File: config.mk
export PLATFORM = sky130hd
export DESIGN_NAME = pipe_ctrl
export DESIGN_NICKNAME = d
export VERILOG_FILES = /design/src/rtl/pipe_ctrl_pkg.sv /design/src/rtl/mem_wait_timer.sv /design/src/rtl/pipe_ctrl.sv
export SDC_FILE = /design/constraint.sdc
export NUM_CORES = 1
export LEC_CHECK = 0
export ABC_CLOCK_PERIOD_IN_PS = 3600
export CORE_MARGIN = 4
export CORE_UTILIZATION = 40
export CTS_BUF_LIST = sky130_fd_sc_hd__clkbuf_2 sky130_fd_sc_hd__clkbuf_4 sky130_fd_sc_hd__clkbuf_8
export DETAILED_ROUTE_END_ITERATION = 7
export PLACE_DENSITY_LB_ADDON = 0.1
export SYNTH_ARGS = -nofsm -noshare
export SYNTH_HDL_FRONTEND = slang
export SYNTH_SLANG_ARGS = --single-unit
File: constraint.sdc
create_clock -name clk -period 3.6 [get_ports clk]
set_input_delay 0.72 -clock clk [delete_from_list [all_inputs] [get_ports clk]]
set_output_delay 0.72 -clock clk [all_outputs]
set_load 0.1 [all_outputs]
File: src/rtl/pipe_ctrl_pkg.sv
// Shared definitions for the pipeline sequencer: state encodings, timer width,
// and the per-stage control bundle with its canonical patterns.
package pipe_ctrl_pkg;

    localparam logic [1:0] ST_RUN      = 2'd0;
    localparam logic [1:0] ST_MEM_WAIT = 2'd1;
    localparam logic [1:0] ST_HALTED   = 2'd2;
    localparam logic [1:0] ST_STEP     = 2'd3;

    localparam int unsigned DEF_MEM_TIMEOUT = 16;
    localparam int unsigned TIMER_W         = 8;

    typedef struct packed {
        logic pc_write;
        logic if_write;
        logic ex_write;
        logic mem_write;
        logic wb_write;
        logic if_flush;
        logic id_flush;
    } ctrl_t;

    localparam ctrl_t CTRL_RUN    = ctrl_t'(7'b11111_00);
    localparam ctrl_t CTRL_REDIR  = ctrl_t'(7'b11111_10);
    // Front end held with a bubble into ID/EX; shared by load-use stall and halt.
    localparam ctrl_t CTRL_HOLD   = ctrl_t'(7'b00111_01);
    localparam ctrl_t CTRL_FREEZE = ctrl_t'(7'b00000_00);
    localparam ctrl_t CTRL_RESET  = ctrl_t'(7'b00000_11);

    function automatic ctrl_t run_ctrl(input logic stall, input logic redirect);
        if (stall)
            return CTRL_HOLD;
        else if (redirect)
            return CTRL_REDIR;
        else
            return CTRL_RUN;
    endfunction

endpackage

File: src/rtl/mem_wait_timer.sv
// Counts consecutive data-memory wait cycles; expired flags the cycle whose
// increment would reach LIMIT.
module mem_wait_timer
    import pipe_ctrl_pkg::*;
#(
    parameter int unsigned LIMIT = DEF_MEM_TIMEOUT
) (
    input  logic clk,
    input  logic rst_n,
    input  logic clr,
    input  logic inc,
    output logic expired
);

    logic [TIMER_W-1:0] count;

    assign expired = inc && (count == TIMER_W'(LIMIT - 1));

    always_ff @(posedge clk) begin
        if (!rst_n || clr)
            count <= '0;
        else if (inc)
            count <= count + TIMER_W'(1);
    end

endmodule

File: src/rtl/pipe_ctrl.sv
// Pipeline sequencer: merges hazard, memory-wait and debug requests into
// per-stage enables/flushes and counts front-end stall cycles.
module pipe_ctrl
    import pipe_ctrl_pkg::*;
#(
    parameter int unsigned MEM_TIMEOUT = DEF_MEM_TIMEOUT,
    parameter int unsigned CNT_W       = 32
) (
    input  logic             clk,
    input  logic             rst_n,
    input  logic             Stall,
    input  logic             Branch,
    input  logic             Jump,
    input  logic             dmem_req,
    input  logic             dmem_ready,
    input  logic             dbg_halt,
    input  logic             dbg_step,
    output logic             PCWrite,
    output logic             IFWrite,
    output logic             IF_flush,
    output logic             ID_flush,
    output logic             EXWrite,
    output logic             MEMWrite,
    output logic             WBWrite,
    output logic             halted,
    output logic             mem_err,
    output logic [CNT_W-1:0] perf_stall_cnt
);

    logic [1:0] state;
    logic [1:0] next_state;
    ctrl_t      ctrl;
    ctrl_t      ctrl_out;
    logic       mem_stall;
    logic       in_wait;
    logic       live;
    logic       timer_inc;
    logic       timer_clr;
    logic       timer_expired;
    logic       set_err;

    assign mem_stall = dmem_req && !dmem_ready;
    assign in_wait   = (state == ST_MEM_WAIT);
    assign live      = (state == ST_RUN) || (state == ST_STEP);
    assign timer_inc = (live && mem_stall) || (in_wait && !dmem_ready);
    assign timer_clr = in_wait && (dmem_ready || timer_expired);
    assign set_err   = in_wait && timer_expired;

    mem_wait_timer #(.LIMIT(MEM_TIMEOUT)) u_timer (
        .clk     (clk),
        .rst_n   (rst_n),
        .clr     (timer_clr),
        .inc     (timer_inc),
        .expired (timer_expired)
    );

    always_comb begin
        ctrl       = CTRL_FREEZE;
        next_state = state;
        case (state)
            ST_RUN: begin
                if (mem_stall) begin
                    next_state = ST_MEM_WAIT;
                end else if (dbg_halt) begin
                    ctrl       = CTRL_HOLD;
                    next_state = ST_HALTED;
                end else begin
                    ctrl = run_ctrl(Stall, Branch | Jump);
                end
            end
            ST_STEP: begin
                if (mem_stall) begin
                    next_state = ST_MEM_WAIT;
                end else begin
                    ctrl       = run_ctrl(Stall, Branch | Jump);
                    next_state = dbg_halt ? ST_HALTED : ST_RUN;
                end
            end
            ST_MEM_WAIT: begin
                if (!dmem_ready) begin
                    if (timer_expired)
                        next_state = ST_HALTED;
                end else if (dbg_halt) begin
                    ctrl       = CTRL_HOLD;
                    next_state = ST_HALTED;
                end else begin
                    ctrl       = run_ctrl(Stall, Branch | Jump);
                    next_state = ST_RUN;
                end
            end
            default: begin
                // HALTED: keep draining; a sticky memory error pins the halt.
                ctrl = CTRL_HOLD;
                if (!mem_err) begin
                    if (!dbg_halt)
                        next_state = ST_RUN;
                    else if (dbg_step)
                        next_state = ST_STEP;
                end
            end
        endcase
    end

    always_ff @(posedge clk) begin
        if (!rst_n) begin
            state          <= ST_RUN;
            mem_err        <= 1'b0;
            perf_stall_cnt <= '0;
        end else begin
            state <= next_state;
            if (set_err)
                mem_err <= 1'b1;
            if (!ctrl.pc_write && (state != ST_HALTED))
                perf_stall_cnt <= perf_stall_cnt + CNT_W'(1);
        end
    end

    assign ctrl_out = rst_n ? ctrl : CTRL_RESET;
    assign PCWrite  = ctrl_out.pc_write;
    assign IFWrite  = ctrl_out.if_write;
    assign EXWrite  = ctrl_out.ex_write;
    assign MEMWrite = ctrl_out.mem_write;
    assign WBWrite  = ctrl_out.wb_write;
    assign IF_flush = ctrl_out.if_flush;
    assign ID_flush = ctrl_out.id_flush;
    assign halted   = rst_n && (state == ST_HALTED);

endmodule
==> impl_metrics.ini, run 1 <==
[drt]
wire_per_inst_um = 13.5
drt_pass1_iterations = 4
wl_met2_um = 2580
routed_via_density = 5.47
wl_met3_um = 262
finalWirelength_um = 5400
ant_nets = 0
met1_length_um = 2500
drc_errors = 0
drtIter0Drc = 133
dr.max_layer_used = met4
vias = 2193

[min_path]
min_from = perf_stall_cnt[31]$_SDFFE_PN0P_
hp-class = reg2reg

[power_and_ir_drop]
swShare_pct = 43.1
power.density_mw_per_mm2 = 500
p_int_mw = 0.879
clockPowerShare_pct = 18.1
comb_power_share_pct = 47.0
seqPwrFrac_pct = 34.8
p_leak_nw = 1.05
p_sw_mw = 0.666
vdd.ir_drop.worst_mv = 0.322
power.total_mw = 1.54

[timing]
setup_viol = 0
fin_worst_skew_ps = 10.4
rsz0062_at_grt = no
slew_headroom_pct = 34.7
drv_slew = 0
hold_violations = 0
timing.fmax_mhz = 307
worstMarginPinSlew_ps = 976
min_period_over_period_pct = 90.5
timing.hold.ws_ps = 481
layout_min_cycle_time_ps = 3260
setup_slack_ps = 343

[floorplan]
start_util_pct = 42.5
die_w_um = 85.4
dieArea_mm2 = 0.00729
pin_count = 50
rows = 27
die_y_um = 85.4
core_mm2 = 0.00564

[critical_path]
arrival_ps = 2540
crit_path_start_kind = input pin
worst_ep_required_time_ps = 2880
r2r_start = state[0]$_SDFFE_PN0P_
critPathCaptureType = output pin
path_class = in2out
crit_start = dbg_halt
critPathMaxFanout = 16

[placed_design]
dp_cells = 395
gp_congestion = 0.911
dp_hpwl_um = 4090
dpl_cell_area_mm2 = 0.00301
numPortBuffers = 49
preCtsSetupSlack_ps = 367

[flow_run]
drv_cap = 0

[synth]
yosys-mux-area-fraction_pct = 2.09
syn_area_per_cell_um2 = 8.41
synth-edff-count = 0
synth_area_leaders = dfxtp_1 36%, xnor2_1 4.8%, and2_1 4.2%
synth_nets = 300
synthAdderAreaFrac_pct = 3.13
synthSimpleGateAreaFrac_pct = 33.0
synth_cell_types = 44
synth_top_area_share_pct = 35.9
yosysTopAreaCell = dfxtp_1
async_flop_share_pct = 0
synthXorXnorAreaFrac_pct = 6.95
synth_top_family_by_area = simple AND/OR/NAND/NOR gates
seq_area_frac_synth_pct = 35.9
ys_ff_latch = 43
synthFlopType = dfxtp_1
syn_area_mm2 = 0.00240
synth_compound_area_share_pct = 15.3
syn_inst = 285
yosysWarnings = 0

[layout]
regArea_um2 = 861
fillers = 518
final_area_mm2 = 0.00309
final_nets = 345
stdcell_count = 401
drive_above_1_share_pct = 8.81
multiInputGateArea_mm2 = 0.00146
num_antenna_cells = 0
area_delta_synth_final_pct = 28.9

[global_route]
grt_pass1_wl_um = 8980
grt_usage_pct = 14.8
first_global_vias = 1900
grt_start_max_net_pins = 22
antenna_found_initial = 0
grt-ovfl-total = 0

[clock_network]
cts_made_buffers = 5
cts_sinks = 43
clockBufferDepth = 2
ctsHoldBuffers = 0
clkTransAtPathRegs_ps = 70
h-tree-depth = 2
cts_tree = done
clk_latency_ps = 280
cts_setup_buffers = 0
cts_root_buffer = clkbuf_8
post_cts_resized = 0

[status]
status = finished, final reports clean
-- layout make-up --
type	count	area share [%]
clock buffer	5	2.23
clock inverter	1	0.243
inverter	4	0.486
multi-input combinational	224	47.1
sequential	43	27.9
tap	72	2.92
timing repair buffer	52	19.1
-- cell usage after synthesis (all sizes together) (13+ instances only) --
cell type and n:
xnor2 13, nor2 17, dfxtp 43, nand2 22
o21ai 18, or3 13, and2 16, a21boi 17
nand3 21, nand4 13
-- power groups by stage --
stage | combinational (mW) | clock (mW) | sequential (mW)
floorplan | 0.448 | 0 | 0.638
global placement | 0.729 | 0 | 0.548
detailed placement | 0.729 | 0 | 0.550
CTS | 0.731 | 0.296 | 0.539
global route | 0.772 | 0.316 | 0.545
finish | 0.727 | 0.280 | 0.538
-- cells by family after synthesis --
group / Yosys count
fa+ha+maj: 6
flops: 43
mux: 5
xor+xnor: 19
simple gates: 139
buf+inv: 18
compound gates: 55
-- registers in the layout, indices dropped and copies added (netlist names) --
| signal | cells |
|---|---|
| perf_stall_cnt | 32 |
| u_timer.count | 8 |
| state | 2 |
| mem_err | 1 |
-- layout by cell type (no fill, tap or decap), types with 7 or more instances in the layout --
cell type        instances
clkdlybuf4s50_1         40
o21ai_0                 17
and2_1                  16
nor2_1                  16
and3_1                   7
buf_12                   8
nand2_1                 22
nand3_1                 19
nand4_1                 12
xnor2_1                 13
a21oi_1                  7
a21boi_0                11
dfxtp_1                 43
or3_1                   13
nand2b_1                 8
-- per-layer routing --
metal | GRT usage (%) | vias to the layer above
met4 | 3.60 | 0
met1 | 18.4 | 1021
met3 | 3.50 | 6
met5 | 0 | -
met2 | 25.6 | 59
li1 | - | 1107
-- per-stage QoR --
step	TNS [ps]	utilization [%]
6_report	0	54.8
3_3_place_gp	0	53.4
2_1_floorplan	-48.8	-
4_1_cts	0	54.8
5_1_grt	0	54.8
3_5_place_dp	0	53.4
-- critical path, stage by stage --
cell	delay (ps)
clkdlybuf4s50_1	520
or3b_1	390
a31o_2	380
a21oi_2	310
buf_12	220
-- final timing paths --
check                                                        to  slack (ps)  depth (start not counted)
worst max register to register  perf_stall_cnt[27]$_SDFFE_PN0P_        1170                          7
worst min register to register  perf_stall_cnt[31]$_SDFFE_PN0P_         480                          2
worst min-delay path            perf_stall_cnt[31]$_SDFFE_PN0P_         480                          2
worst max-delay path                                    IFWrite         340                          5
Note: power is estimated with default switching activity, not from simulation.
==> run 2, diff against run 1 <==
- GPL_ROUTABILITY_DRIVEN: default -> 0
==> impl_metrics.ini, run 2 (synthesis results as in run 1) <==
[timing]
min_period_over_period_pct = 90.5
setup_slack_ps = 341
timing.fmax_mhz = 307
fin_worst_skew_ps = 7.06
setup_viol = 0
rsz0062_at_grt = no
layout_min_cycle_time_ps = 3260
hold_violations = 0
tns_ps = 0
slew_headroom_pct = 34.8
worstMarginPinSlew_ps = 975
timing.hold.ws_ps = 474
drv_slew = 0

[layout]
largest_register = perf_stall_cnt
area_delta_synth_final_pct = 30.4
largestRegisters = perf_stall_cnt (32), u_timer.count (8), state (2)
layout_commonest_cell = dfxtp_1
fin_util_pct = 55.4
final_nets = 345
drive_above_1_share_pct = 9.37
fillers = 540
num_antenna_cells = 0
layout_common_cells = 43 x dfxtp_1, 40 x clkdlybuf4s50_1, 22 x nand2_1
largest_reg_flops = 32

[critical_path]
critPathMaxFanout = 16
crit_buf_inv = 2
cp_slowest_cell = clkdlybuf4s50_1
crit_path_start_kind = input pin
arrival_ps = 2540
ff2ff_setup_slack_ps = 1180
r2r_start = state[0]$_SDFFE_PN0P_
worstPathCellList = clkdlybuf4s50_1 -> or3b_1 -> a31o_2 -> a21oi_2 -> buf_12
crit_start = dbg_halt
critPathMaxStageDelay_ps = 520
cp_top_family = buffers and inverters
path_class = in2out
worst_ep_required_time_ps = 2880
critPathCaptureType = output pin

[global_route]
grt.busiest_layer = met2
grt-ovfl-total = 0
antenna_found_initial = 0
grt_pass1_wl_um = 9100
grt_use_met1_pct = 18.7
grt_usage_pct = 14.9
grt_use_met3_pct = 3.69
use_met2_pct = 25.1
grt_start_max_net_pins = 23
first_global_vias = 1979

[drt]
wire_per_inst_um = 13.3
ant_nets = 0
vias = 2177
drt_pass1_iterations = 4
drtIter0Drc = 79
drc_errors = 0
finalWirelength_um = 5380
routed_via_density = 5.40

[clock_network]
post_cts_resized = 0
cts_setup_buffers = 0
clk_latency_ps = 290
cts_made_buffers = 5
cts_sinks = 43
cts_root_buffer = clkbuf_8
ctsHoldBuffers = 0
clkTransAtPathRegs_ps = 90
h-tree-depth = 2
cts_tree = done
clockBufferDepth = 2

[floorplan]
dieArea_mm2 = 0.00729
die_y_um = 85.4
core_mm2 = 0.00564
rows = 27
start_util_pct = 42.5
pin_count = 50
die_w_um = 85.4

[min_path]
hp-class = reg2reg
min_from = perf_stall_cnt[31]$_SDFFE_PN0P_

[power_and_ir_drop]
power.density_mw_per_mm2 = 527
vdd.ir_drop.worst_mv = 0.379
p_leak_nw = 1.07

[placed_design]
numPortBuffers = 49
dp_hpwl_um = 3980
preCtsSetupSlack_ps = 358

[flow_run]
drv_cap = 0

[status]
status = finished, final reports clean
## run 2: worst paths after layout
path / end / depth (start not counted)
min reg2reg: perf_stall_cnt[31]$_SDFFE_PN0P_ / 2
max reg2reg: perf_stall_cnt[25]$_SDFFE_PN0P_ / 7
max: IFWrite / 5
min: perf_stall_cnt[31]$_SDFFE_PN0P_ / 2
## run 2: cell type report
cell class	instances	area (µm²)	share of cell area [%]
clock buffer	5	68.8	2.20
clock inverter	3	43.8	1.40
inverter	4	15.0	0.480
multi-input combinational	224	1460	46.6
sequential	43	861	27.5
tap	72	90.1	2.88
timing repair buffer	52	591	18.9
## run 2: through the flow
stage | power (mW) | instances | cell area [µm²]
global route | 1.73 | 403 | 3130
floorplan | 1.09 | 285 | 2400
global placement | 1.28 | 395 | 3010
detailed placement | 1.28 | 395 | 3010
CTS | 1.66 | 403 | 3130
finish | 1.65 | 403 | 3130
## run 2: power by group
part	internal (mW)	leakage, nW	total [mW]	switching [mW]
registers	0.503	0.347	0.538	0.0350
clock network	0.207	0.0581	0.380	0.173
logic	0.247	0.668	0.728	0.481
total	0.957	1.07	1.65	0.689
## run 2: worst reg2reg max path, stage by stage (launching register included)
cell	delay (ps)
dfxtp_1	390
inv_1	80
ha_1	270
or3b_1	190
a31o_2	380
nand3_2	320
or4_1	580
a21boi_1	150
## run 2: per-layer routing
layer / up-vias / wire (µm)
met5: - / 0
met4: 0 / 43
met3: 4 / 275
met2: 42 / 2570
met1: 1020 / 2490
li1: 1111 / -
